--- config.mk ---
export PLATFORM = sky130hd
export DESIGN_NAME = unidade_multdiv
export DESIGN_NICKNAME = d
export VERILOG_FILES = /design/src/rtl/unidade_multdiv.sv
export SDC_FILE = /design/constraint.sdc
export NUM_CORES = 1
export LEC_CHECK = 0
export ABC_CLOCK_PERIOD_IN_PS = 8300
export CORE_UTILIZATION = 60
export DETAILED_ROUTE_END_ITERATION = 6
export PLACE_DENSITY = 0.93
export SLEW_MARGIN = 40
export SYNTH_ARGS = -nofsm -noshare
export SYNTH_HDL_FRONTEND = slang
export SYNTH_SLANG_ARGS = --single-unit
export TNS_END_PERCENT = 20
--- constraint.sdc ---
create_clock -name clk -period 8.3 [get_ports clk]
set_input_delay 2.075 -clock clk [delete_from_list [all_inputs] [get_ports clk]]
set_output_delay 2.075 -clock clk [all_outputs]
set_load 0.01 [all_outputs]
--- src/rtl/unidade_multdiv.sv ---
`default_nettype none
// ============================================================================
//  Module      : unidade_multdiv
//  Description : Iterative MIPS multiply/divide unit with HI/LO registers.
//                MULT/MULTU by shift-add, DIV/DIVU by restoring division,
//                one iteration per clock over WIDTH cycles, busy/done
//                handshake, MTHI/MTLO writes while idle.
//  Revision    : 1.0 - initial release
// ============================================================================
module unidade_multdiv #(
    parameter int WIDTH = 32,
    parameter int CNT_W = 6
) (
    input  logic             clk,
    input  logic             rst,
    input  logic             i_start,
    input  logic [1:0]       i_op,
    input  logic [WIDTH-1:0] i_a,
    input  logic [WIDTH-1:0] i_b,
    input  logic             i_wr_hi,
    input  logic             i_wr_lo,
    input  logic [WIDTH-1:0] i_wdata,
    output logic             o_busy,
    output logic             o_done,
    output logic             o_div0,
    output logic [WIDTH-1:0] o_hi,
    output logic [WIDTH-1:0] o_lo
);

    localparam logic [0:0]       c_IDLE      = 1'b0;
    localparam logic [0:0]       c_RUN       = 1'b1;
    localparam logic [CNT_W-1:0] c_LAST_ITER = CNT_W'(WIDTH - 1);
    localparam logic [CNT_W-1:0] c_CNT_ONE   = CNT_W'(1);

    logic [0:0]         r_state;
    logic [0:0]         w_next_state;
    logic [CNT_W-1:0]   r_cnt;

    // Working register: upper half is the partial product / partial
    // remainder, lower half is the multiplier / dividend being consumed.
    logic [2*WIDTH-1:0] r_work;
    logic [WIDTH-1:0]   r_opnd;      // multiplicand magnitude or divisor magnitude
    logic [WIDTH-1:0]   r_a_orig;    // raw dividend, returned in HI on divide-by-zero
    logic               r_is_div;
    logic               r_neg_q;     // negate product / quotient at the end
    logic               r_neg_r;     // negate remainder (follows dividend sign)
    logic               r_b_zero;

    logic [WIDTH-1:0]   r_hi;
    logic [WIDTH-1:0]   r_lo;
    logic               r_done;
    logic               r_div0;

    logic               w_busy;
    logic               w_load;
    logic               w_last;

    logic               w_signed;
    logic               w_a_neg;
    logic               w_b_neg;
    logic [WIDTH-1:0]   w_a_mag;
    logic [WIDTH-1:0]   w_b_mag;

    logic [WIDTH:0]     w_add;
    logic [2*WIDTH-1:0] w_mul_step;
    logic [WIDTH:0]     w_shift;
    logic [WIDTH-1:0]   w_diff;
    logic               w_ge;
    logic [2*WIDTH-1:0] w_div_step;
    logic [2*WIDTH-1:0] w_work_step;

    logic [WIDTH-1:0]   w_res_hi;
    logic [WIDTH-1:0]   w_res_lo;

    // State register
    always_ff @(posedge clk or posedge rst) begin
        if (rst) begin
            r_state <= c_IDLE;
        end else begin
            r_state <= w_next_state;
        end
    end

    // Next-state logic: a start is only honoured from IDLE, so a request
    // during the done cycle chains straight into a new operation.
    always_comb begin
        w_next_state = r_state;
        case (r_state)
            c_IDLE:  if (i_start) w_next_state = c_RUN;
            c_RUN:   if (w_last)  w_next_state = c_IDLE;
            default: w_next_state = c_IDLE;
        endcase
    end

    // State-decoded control strobes
    always_comb begin
        w_busy = (r_state == c_RUN);
        w_load = (r_state == c_IDLE) && i_start;
        w_last = (r_state == c_RUN) && (r_cnt == c_LAST_ITER);
    end

    // Operand magnitudes for the signed variants (MULT/DIV have op[0]=0)
    always_comb begin
        w_signed = ~i_op[0];
        w_a_neg  = w_signed & i_a[WIDTH-1];
        w_b_neg  = w_signed & i_b[WIDTH-1];
        w_a_mag  = w_a_neg ? (-i_a) : i_a;
        w_b_mag  = w_b_neg ? (-i_b) : i_b;
    end

    // One iteration of shift-add multiply and of restoring divide
    always_comb begin
        w_add       = {1'b0, r_work[2*WIDTH-1:WIDTH]}
                    + (r_work[0] ? {1'b0, r_opnd} : {(WIDTH+1){1'b0}});
        w_mul_step  = {w_add, r_work[WIDTH-1:1]};

        // Partial remainder is always below the divisor, so the shifted
        // value fits in WIDTH+1 bits and the difference in WIDTH bits.
        w_shift     = {r_work[2*WIDTH-1:WIDTH], r_work[WIDTH-1]};
        w_ge        = (w_shift >= {1'b0, r_opnd});
        w_diff      = w_shift[WIDTH-1:0] - r_opnd;
        w_div_step  = w_ge ? {w_diff,              r_work[WIDTH-2:0], 1'b1}
                           : {w_shift[WIDTH-1:0],  r_work[WIDTH-2:0], 1'b0};

        w_work_step = r_is_div ? w_div_step : w_mul_step;
    end

    // Final HI/LO values, taken from the last iteration's output
    always_comb begin
        w_res_hi = '0;
        w_res_lo = '0;
        if (!r_is_div) begin
            {w_res_hi, w_res_lo} = r_neg_q ? (-w_work_step) : w_work_step;
        end else if (r_b_zero) begin
            w_res_hi = r_a_orig;
            w_res_lo = {WIDTH{1'b1}};
        end else begin
            w_res_lo = r_neg_q ? (-w_work_step[WIDTH-1:0]) : w_work_step[WIDTH-1:0];
            w_res_hi = r_neg_r ? (-w_work_step[2*WIDTH-1:WIDTH])
                               : w_work_step[2*WIDTH-1:WIDTH];
        end
    end

    // Operand capture on start, then one iteration per cycle while running
    always_ff @(posedge clk or posedge rst) begin
        if (rst) begin
            r_cnt    <= '0;
            r_work   <= '0;
            r_opnd   <= '0;
            r_a_orig <= '0;
            r_is_div <= 1'b0;
            r_neg_q  <= 1'b0;
            r_neg_r  <= 1'b0;
            r_b_zero <= 1'b0;
        end else if (w_load) begin
            r_cnt    <= '0;
            r_is_div <= i_op[1];
            r_neg_q  <= w_a_neg ^ w_b_neg;
            r_neg_r  <= w_a_neg;
            r_b_zero <= (i_b == '0);
            r_a_orig <= i_a;
            r_opnd   <= i_op[1] ? w_b_mag : w_a_mag;
            r_work   <= {{WIDTH{1'b0}}, (i_op[1] ? w_a_mag : w_b_mag)};
        end else if (w_busy) begin
            r_cnt    <= r_cnt + c_CNT_ONE;
            r_work   <= w_work_step;
        end
    end

    // HI/LO: result on completion, MTHI/MTLO only while idle
    always_ff @(posedge clk or posedge rst) begin
        if (rst) begin
            r_hi <= '0;
            r_lo <= '0;
        end else if (w_last) begin
            r_hi <= w_res_hi;
            r_lo <= w_res_lo;
        end else if (!w_busy) begin
            if (i_wr_hi) r_hi <= i_wdata;
            if (i_wr_lo) r_lo <= i_wdata;
        end
    end

    // Single-cycle completion pulse with its divide-by-zero qualifier
    always_ff @(posedge clk or posedge rst) begin
        if (rst) begin
            r_done <= 1'b0;
            r_div0 <= 1'b0;
        end else begin
            r_done <= w_last;
            r_div0 <= w_last & r_is_div & r_b_zero;
        end
    end

    assign o_busy = w_busy;
    assign o_done = r_done;
    assign o_div0 = r_div0;
    assign o_hi   = r_hi;
    assign o_lo   = r_lo;

endmodule
`default_nettype wire

**After elaboration in Yosys (flattened, before gate mapping)**

Cells that the tools add are included.

- Register bits after elaboration: 205
- Input port bits: 103
- Output and inout port bits: 67
- Logic and storage cells: 66

- Add/subtract/negate cells: 8
- $lt $le $gt $ge: 1
- Equal/unequal tests: 2
- Multiplexer cells: 27
- Bitwise gates (word level): 7
- Reduce and logical (&&, ||, !) cells: 8

Operators by type and width:

| operator | number |
|---|---|
| 32-bit 2-to-1 mux | 17 |
| 64-bit 2-to-1 mux | 5 |
| 32-bit negation | 4 |
| 64-bit negation | 1 |
| 32-bit by 32-bit adder with 33-bit output | 1 |
| 33-bit by 32-bit greater-or-equal comparator with 1-bit output | 1 |
| 32-bit logical NOT | 1 |
| 32-bit subtractor | 1 |
| 6-bit 2-to-1 mux | 2 |
| 6-bit by 1-bit adder with 6-bit output (second input constant) | 1 |
| 6-bit by 5-bit == test with 1-bit output (second input constant) | 1 |
| 2-bit nonzero test | 3 |
| 1-bit AND | 4 |
| 2-bit AND reduction | 2 |
| 1-bit logical AND | 2 |
| 1-bit 2-to-1 mux | 2 |
| 2-bit by 1-bit != test with 1-bit output (second input constant) | 1 |
| 1-bit NOT | 2 |
| 1-bit case mux with 2 select lines | 1 |
| 1-bit bitwise XOR | 1 |

**Depth between registers and ports, before layout**

Gate-level depths: netlist of run 1.

- Depth in word-level cells: 8
- Gate-level depth with buffers: 27

**Least setup slack after synthesis of run 1**

OpenSTA, ideal clock, no wires.

- Path type: register to register
- Start: register r_is_div
- End: register r_hi[10] (netlist: o_hi[10])
- Setup time: 132 ps
- Arrival time: 6,062 ps
- Data required time: 8,168 ps
- Slack: 2,106 ps
- Stages on the path, launching flop included: 25
- Period minus slack after synthesis: 6,194 ps
- Path through: dfrtp_1 > buf_4 > buf_2 > buf_2 > buf_2 > buf_2 > buf_2 > clkbuf_1 > clkbuf_1 > clkbuf_1 > clkbuf_1 > a21oi_1 > inv_1 > ha_1 > o211ai_2 > or3_4 > or4_4 > or3_4 > or2_0 > buf_2 > or4b_4 > nand2_1 > xnor2_1 > a2111oi_2 > o21ai_1

- Cells in the longest elaborated chain, start to end: 6
- Elaborated cells between the ends (all ways): 8

Ends and longest elaborated chain:

| item | line | text |
|---|---|---|
| from (decl) | 44 | `logic r_is_div;` |
| from (signal assigned) | 157 | `r_is_div <= i_op[1];` |
| 64-bit 2-to-1 mux | 125 | `w_work_step = r_is_div ? w_div_step : w_mul_step;` |
| 32-bit negation | 139 | `w_res_hi = r_neg_r ? (-w_work_step[2*WIDTH-1:WIDTH])` |
| 32-bit 2-to-1 mux | 139 |  |
| 32-bit 2-to-1 mux | 134 | `end else if (r_b_zero) begin` |
| 32-bit 2-to-1 mux (*) | 132 | `if (!r_is_div) begin` |
| 32-bit 2-to-1 mux (*) | 175 | `end else if (w_last) begin` |
| to (signal assigned) | 176 | `r_hi <= w_res_hi;` |
| to (signal assigned) | 179 | `if (i_wr_hi) r_hi <= i_wdata;` |
| to (decl) | 49 | `logic [WIDTH-1:0] r_hi;` |

Every way passes the cells marked *; elsewhere a longest branch is shown, timed or not.
A chain may end at the register's enable or synchronous reset.

**Worst setup path after layout of run 1**

- Start: register r_work[49]
- End: register r_hi[26] (netlist: o_hi[26])

- Cells in the longest elaborated chain, start to end: 8
- Elaborated cells between the ends (all ways): 12

Ends and longest elaborated chain:

| item | line | text |
|---|---|---|
| from (decl) | 41 | `logic [2*WIDTH-1:0] r_work;` |
| from (signal assigned) | 163 | `r_work <= {{WIDTH{1'b0}}, (i_op[1] ? w_a_mag : w_b_mag)};` |
| from (signal assigned) | 166 | `r_work <= w_work_step;` |
| 32-bit subtractor or 33-bit by 32-bit greater-or-equal comparator with 1-bit output (tied branches) | 121, 120 |  |
| 64-bit 2-to-1 mux | 122 | `w_div_step = w_ge ? {w_diff, r_work[WIDTH-2:0], 1'b1}` |
| 64-bit 2-to-1 mux (*) | 125 |  |
| 32-bit negation | 139 |  |
| 32-bit 2-to-1 mux | 139 |  |
| 32-bit 2-to-1 mux | 134 |  |
| 32-bit 2-to-1 mux (*) | 132 |  |
| 32-bit 2-to-1 mux (*) | 175 |  |

Marks and branches as above.

==> results.sh, run 1 <==
export IMPL_final_cell_area_mm2=0.0210
export IMPL_drt_iter0_drc=2846
export IMPL_fin_worst_skew_ns=0.0346
export IMPL_root_buffer="clkbuf_16"
export IMPL_io_buffer_count=169
export IMPL_ir_drop_mv=0.231
export IMPL_io_pins=170
export IMPL_crit_fanout=14
export IMPL_drc_errors=0
export IMPL_cts_hold_buf=0
export IMPL_grt_pass1_wl_um=108000
export IMPL_wl_um=72500
export IMPL_crit_start="r_work[49]"
export IMPL_worstHoldStart="r_cnt[5]"
export IMPL_dpl_worst_slack_ns=1.98
export IMPL_synthTopCellsByCount="nand2_1 (301), o21ai_0 (220), dfrtp_1 (205)"
export IMPL_crit_chain="ha_1 > a21oi_1 > o21bai_1 > a221oi_1 > nand3_1 > nor2_1 > a21oi_1 > inv_1 > ha_1 > o211ai_2 > or3_4 > or4_4 > or3_4 > or2_0 > buf_4 > or4b_4 > a2111oi_0 > a21o_1"
export IMPL_antenna_found_initial=6
export IMPL_reg2reg_from="r_work[49]"
export IMPL_wl_per_cell_um=25.6
export IMPL_synthToLayoutAreaGrowth_pct=15.2
export IMPL_worst_pin_slew_ns=0.989
export IMPL_drive_gt1_share_pct=7.40
export IMPL_num_rows=63
export IMPL_die_w_um=176
export IMPL_finalPower_mw=10.4
export IMPL_p_leak_nw=8.61
export IMPL_yosysUniqueCellTypes=104
export IMPL_via_count=19550
export IMPL_initial_core_util_pct=61.3
export IMPL_synth_most_common_cell="nand2_1"
export IMPL_whs_ns=0.479
export IMPL_fin_ws_ns=1.84
export IMPL_netlist_area_mm2=0.0183
export IMPL_grt_start_max_net_pins=105
export IMPL_r2r_setup_slack_ns=1.84
export IMPL_seq_area_frac_synth_pct=28.1
export IMPL_cts_buffer_depth=3
export IMPL_post_cts_buffers=0
export IMPL_crit_slowest_cell="nand3_1"
export IMPL_fin_cells=2835
export IMPL_final_core_util_pct=70.6
export IMPL_routed_via_density=6.90
export IMPL_avgSynthCellArea_um2=7.79
export IMPL_status="complete, no violations"
export IMPL_ctsResizeCount=0
export IMPL_core_area_mm2=0.0298
export IMPL_fin_crit_sh_pct=77.8
export IMPL_cts_tree="built"
export IMPL_cap_violations=0
export IMPL_syn_inst=2342
export IMPL_slew_viol_final=0
export IMPL_grt_use_total_pct=45.9
export IMPL_min_path_type="reg -> reg"
export IMPL_gp_congestion=1.03
export IMPL_setup_violations=0
export IMPL_hold_violations=0
export IMPL_synth_top_area_cell="dfrtp_1"
export IMPL_crit_required_ns=8.78
export IMPL_setup_tns_ns=0
export IMPL_synth_edff_count=0
export IMPL_grt_pass1_vias=18174
export IMPL_cts_buffers_inserted=25
export IMPL_die_y_um=176
export IMPL_r2r_cells=18
export IMPL_yosysTopAreaCellShare_pct=28.1
export IMPL_dieArea_mm2=0.0311
export IMPL_dpl_cell_count=2789
export IMPL_ys_flop_type="dfrtp_1"
export IMPL_slew_headroom_pct=33.7
export IMPL_yosys_top_cells_area="dfrtp_1 (28%), nand2_1 (6.2%), o21ai_0 (6.0%)"
export IMPL_cts_sinks=205
export IMPL_layout_min_cycle_time_ns=6.46
export IMPL_rsz0062_at_grt="false"
export IMPL_end_kind="flip-flop"
export IMPL_crit_buf_inv=2
export IMPL_cpPeakStageDelay_ns=0.56
export IMPL_path_clk_slew_ns=0.06
export IMPL_ys_ff_latch=205
export IMPL_cp_start_kind="flip-flop"
export IMPL_synth_warnings=0
export IMPL_hold_path_depth=1
export IMPL_critPathTopFamily="simple AND/OR/NAND/NOR gates"
export IMPL_grt_overflow=0
export IMPL_max_freq_ghz=0.155
export IMPL_dpl_cell_area_mm2=0.0201
export IMPL_antennaDiodeCount=0
export IMPL_synthArstFlopShare_pct=100
export IMPL_clock_latency_ns=0.57
export IMPL_cp_depth=18
export IMPL_ctsHtreeMaxLevel=1
export IMPL_first_pass_iters=6
export IMPL_syn_nets=2516
export IMPL_arrival_ns=6.94
export IMPL_postRouteAntennaNets=0
export IMPL_num_nets_final=2600
export IMPL_dp_hpwl_um=55100
export IMPL_path_class="reg -> reg"
export IMPL_power_density_mw_per_mm2=493
area by class of cell:
class	instances	area (um2)
Fill cell	2366	8770
Clock inverter	18	206
Tap cell	390	488
Multi-Input combinational cell	1914	12300
Timing Repair Buffer	201	1940
Sequential cell	205	5140
Clock buffer	28	667
Inverter	79	313
kinds of logic after synthesis:
group                      count (synthesis)  share of synthesized area [%]
buffers and inverters                    223                           4.96
and+or+nand+nor                          789                           20.6
AOI/OAI and AO/OA                        794                           28.1
DFF                                      205                           28.1
muxes                                     89                           5.11
xor gates and xnor gates                 171                           8.20
adders and majority gates                 71                           4.95
cells in the final DEF, fill, tap and decap left out, types with 7 or more instances in the layout:
cell type / netlist / layout
nand2_1: 301 / 298
o21ai_0: 220 / 220
dfrtp_1: 205 / 202
nor2_1: 196 / 195
a21oi_1: 178 / 177
clkdlybuf4s50_1: 0 / 168
xor2_1: 92 / 92
xnor2_1: 79 / 79
inv_1: 74 / 72
ha_1: 69 / 69
a211oi_1: 57 / 57
mux2i_1: 56 / 55
nor3_1: 44 / 44
o22ai_1: 43 / 43
nand3_1: 42 / 42
a21o_1: 40 / 40
and2_1: 36 / 36
a31oi_1: 33 / 33
o31ai_1: 33 / 33
mux2_2: 33 / 33
buf_4: 1 / 31
o211ai_1: 29 / 29
clkbuf_16: 0 / 25
nand4_1: 20 / 20
and3_1: 20 / 20
nand2b_1: 19 / 19
nor2b_1: 21 / 19
or3_1: 19 / 19
o21a_1: 18 / 18
nor4_1: 14 / 13
a21boi_0: 12 / 12
a221oi_1: 9 / 9
o21ai_1: 9 / 9
or4_1: 8 / 8
a22oi_1: 8 / 8
a211o_1: 8 / 8
or2_2: 7 / 7
o41ai_1: 7 / 7
a221o_1: 7 / 7
a31o_2: 7 / 7
routing by layer:
layer  wire length (um)  vias to the layer above  track usage [%]
li1                   -                     8672                -
met1              27500                     9218             60.4
met2              31300                     1396             69.2
met3               9090                      254             11.0
met4               4530                       10             25.5
met5                 70                        -                0
where the power goes:
part           total, mW  switching (mW)  internal [mW]
Combinational       7.16            4.48           2.68
Sequential          2.02           0.546           1.48
Clock               1.18           0.499          0.680
state kept, by name (all words and copies together), names as in the netlist:
name / count
r_a_orig: 32
r_cnt: 6
r_neg_q: 1
o_lo: 32
r_neg_r: 1
r_b_zero: 1
o_hi: 32
o_done: 1
r_opnd: 32
r_is_div: 1
o_div0: 1
o_busy: 1
r_work: 64
final timing paths:
| check | end |
|---|---|
| worst max-delay path | o_hi[26] |
| worst min-delay path | r_cnt[5] |
| worst max register to register | o_hi[26] |
| worst min register to register | r_cnt[5] |
| max in group asynchronous | r_work[60] |
| min in group asynchronous | r_work[7] |
Power figures use the tool's default switching activity.
==> run 2: changes to the inputs <==
--- a/config.mk
+++ b/config.mk
@@ -5,7 +5,7 @@
 export SDC_FILE = /design/constraint.sdc
 export NUM_CORES = 1
 export LEC_CHECK = 0
-export ABC_CLOCK_PERIOD_IN_PS = 8300
+export ABC_CLOCK_PERIOD_IN_PS = 6600
 export CORE_UTILIZATION = 60
 export DETAILED_ROUTE_END_ITERATION = 6
 export PLACE_DENSITY = 0.93
==> constraint.sdc (replaced) <==
create_clock -name clk -period 6.6 [get_ports clk]
set_input_delay 1.65 -clock clk [delete_from_list [all_inputs] [get_ports clk]]
set_output_delay 1.65 -clock clk [all_outputs]
set_load 0.01 [all_outputs]
==> run 2 against run 1 <==
  * Final area barely moved
  * Die area did not move
  * Critical path depth rose by 2
  * Non-clock buffer count rose by 13
  * Register-to-register slack got worse by 1.4 ns
  * First-iteration DRC count rose by 1.1%
  * Clock skew fell by 0.016 ns
  * Setup slack got worse by 1.4 ns
  * Clock power rose by 14%
  * Critical endpoint is now o_hi[10]
==> results.sh, run 2 (synthesis results as in run 1) <==
export IMPL_drive_gt1_share_pct=7.25
export IMPL_crit_required_ns=7.02
export IMPL_whs_ns=0.486
export IMPL_worstHoldStart="o_lo[19]"
export IMPL_core_area_mm2=0.0298
export IMPL_slew_headroom_pct=34.6
export IMPL_arrival_ns=6.55
export IMPL_hold_violations=0
export IMPL_grt_pass1_vias=18381
export IMPL_io_buffer_count=169
export IMPL_dpl_cell_area_mm2=0.0202
export IMPL_wl_per_cell_um=26.2
export IMPL_setup_violations=0
export IMPL_dieArea_mm2=0.0311
export IMPL_cap_violations=0
export IMPL_reg2reg_from="r_work[47]"
export IMPL_min_to="o_lo[19]"
export IMPL_num_nets_final=2613
export IMPL_layout_min_cycle_time_ns=6.13
export IMPL_r2r_setup_slack_ns=0.47
export IMPL_antenna_found_initial=6
export IMPL_final_common_cell="nand2_1"
export IMPL_dp_hpwl_um=56400
export IMPL_crit_fanout=14
export IMPL_ir_drop_mv=0.359
export IMPL_grt_start_max_net_pins=99
export IMPL_grt_use_total_pct=47.2
export IMPL_routed_via_density=6.96
export IMPL_grt_pass1_wl_um=111000
export IMPL_largest_register_ffs=64
export IMPL_synthToLayoutAreaGrowth_pct=15.2
export IMPL_met2_usage_pct=69.7
export IMPL_die_w_um=176
export IMPL_cp_start_kind="flip-flop"
export IMPL_die_y_um=176
export IMPL_final_cell_area_mm2=0.0210
export IMPL_rsz0062_at_grt="false"
export IMPL_final_cell_mix="nand2_1 (298), o21ai_0 (220), dfrtp_1 (202)"
export IMPL_grt_overflow=0
export IMPL_p_leak_nw=8.64
export IMPL_r2r_cells=20
export IMPL_drc_errors=0
export IMPL_end_kind="flip-flop"
export IMPL_cts_hold_buf=0
export IMPL_io_pins=170
export IMPL_largest_register="r_work"
export IMPL_status="complete, no violations"
export IMPL_cts_buffer_depth=3
export IMPL_max_freq_ghz=0.163
export IMPL_root_buffer="clkbuf_16"
export IMPL_wl_um=74500
export IMPL_fin_crit_sh_pct=92.9
export IMPL_slew_viol_final=0
export IMPL_first_pass_iters=6
export IMPL_fin_worst_skew_ns=0.0185
export IMPL_post_cts_buffers=0
export IMPL_ctsHtreeMaxLevel=1
export IMPL_worst_pin_slew_ns=0.974
export IMPL_setup_tns_ns=0
export IMPL_crit_slowest_cell="or4b_4"
export IMPL_via_count=19824
export IMPL_initial_core_util_pct=61.3
export IMPL_ctsResizeCount=0
export IMPL_cts_tree="built"
export IMPL_gp_congestion=1.09
export IMPL_worst_r2r_endpoint="o_hi[10]"
export IMPL_num_rows=63
export IMPL_top_usage_layer="met2"
export IMPL_crit_chain="ha_1 > a21oi_1 > o21ai_0 > a221o_1 > o211a_4 > nor2_1 > a21oi_1 > inv_1 > ha_1 > o211ai_2 > or3_4 > or4_4 > or3_4 > or2_0 > buf_4 > or4b_4 > nand2_1 > xnor2_1 > a2111oi_2 > o21ai_1"
export IMPL_min_path_type="reg -> reg"
export IMPL_path_class="reg -> reg"
export IMPL_drt_iter0_drc=2878
export IMPL_path_clk_slew_ns=0.06
export IMPL_hold_path_depth=2
export IMPL_grt_util_met3_pct=14.2
export IMPL_cts_sinks=205
export IMPL_clock_latency_ns=0.56
export IMPL_postRouteAntennaNets=0
export IMPL_power_density_mw_per_mm2=623
export IMPL_cts_buffers_inserted=25
export IMPL_cpPeakStageDelay_ns=0.55
export IMPL_met1_usage_pct=62.4
## run 2: cell count changes in the layout (fill, tap and decap cells not counted), moves of 2 or more
cell        previous run  this run
clkinv_4               4         0
clkinvlp_4             6         1
bufinv_16              3         0
clkbuf_8               3         5
buf_4                 31        42
inv_6                  3         0
diode_2                0         3
clkbuf_1               0        10
## run 2: per-stage QoR
step	utilization [%]	total power, mW	setup WS, ns	instances
2_1_floorplan	-	8.22	0.406	2342
3_3_place_gp	67.8	11.1	0.673	2801
3_5_place_dp	67.9	11.3	0.583	2802
4_1_cts	70.5	12.7	0.551	2846
5_1_grt	70.5	13.8	0.134	2846
6_report	70.6	13.1	0.469	2849
## run 2: cell type report
class                      instances  area, um2
antenna                            3       7.51
multi-input combinational       1914      12300
clock inverter                     4       35.0
tap                              390        488
clock buffer                      40        732
fill                            2332       8770
inverter                          79        304
sequential                       205       5140
timing repair buffer             214       2060
## run 2: power by group
group / internal [mW] / total (mW) / leakage (nW) / switching (mW)
sequential: 1.86 / 2.55 / 2.50 / 0.688
combinational: 3.44 / 9.22 / 5.76 / 5.77
clock: 0.758 / 1.34 / 0.377 / 0.583
total: 6.06 / 13.1 / 8.64 / 7.04
## run 2: worst max path at each step
| stage | startpoint | to | cells past startpoint |
|---|---|---|---|
| finish | r_work[47] | o_hi[10] | 20 |
| global route | r_work[47] | o_hi[10] | 20 |
| CTS | r_work[47] | o_hi[10] | 20 |
| detailed placement | r_work[47] | o_hi[10] | 20 |
| global placement | r_work[47] | o_hi[10] | 20 |
| floorplan | r_is_div | o_hi[10] | 24 |
## run 2: metal layers
layer,wire length [um],part of all wire [%]
met1,29100,39
met2,31700,42
met5,49,0.066
met4,4050,5.4
met3,9710,13
## run 2: worst max-delay path: cells and delay by family, from the launching register on
family	cells	cell delay, ns
compound gates	8	2.03
flops	1	0.42
xor+xnor	1	0.09
fa+ha+maj	2	0.61
simple gates	7	2.51
buf+inv	2	0.31
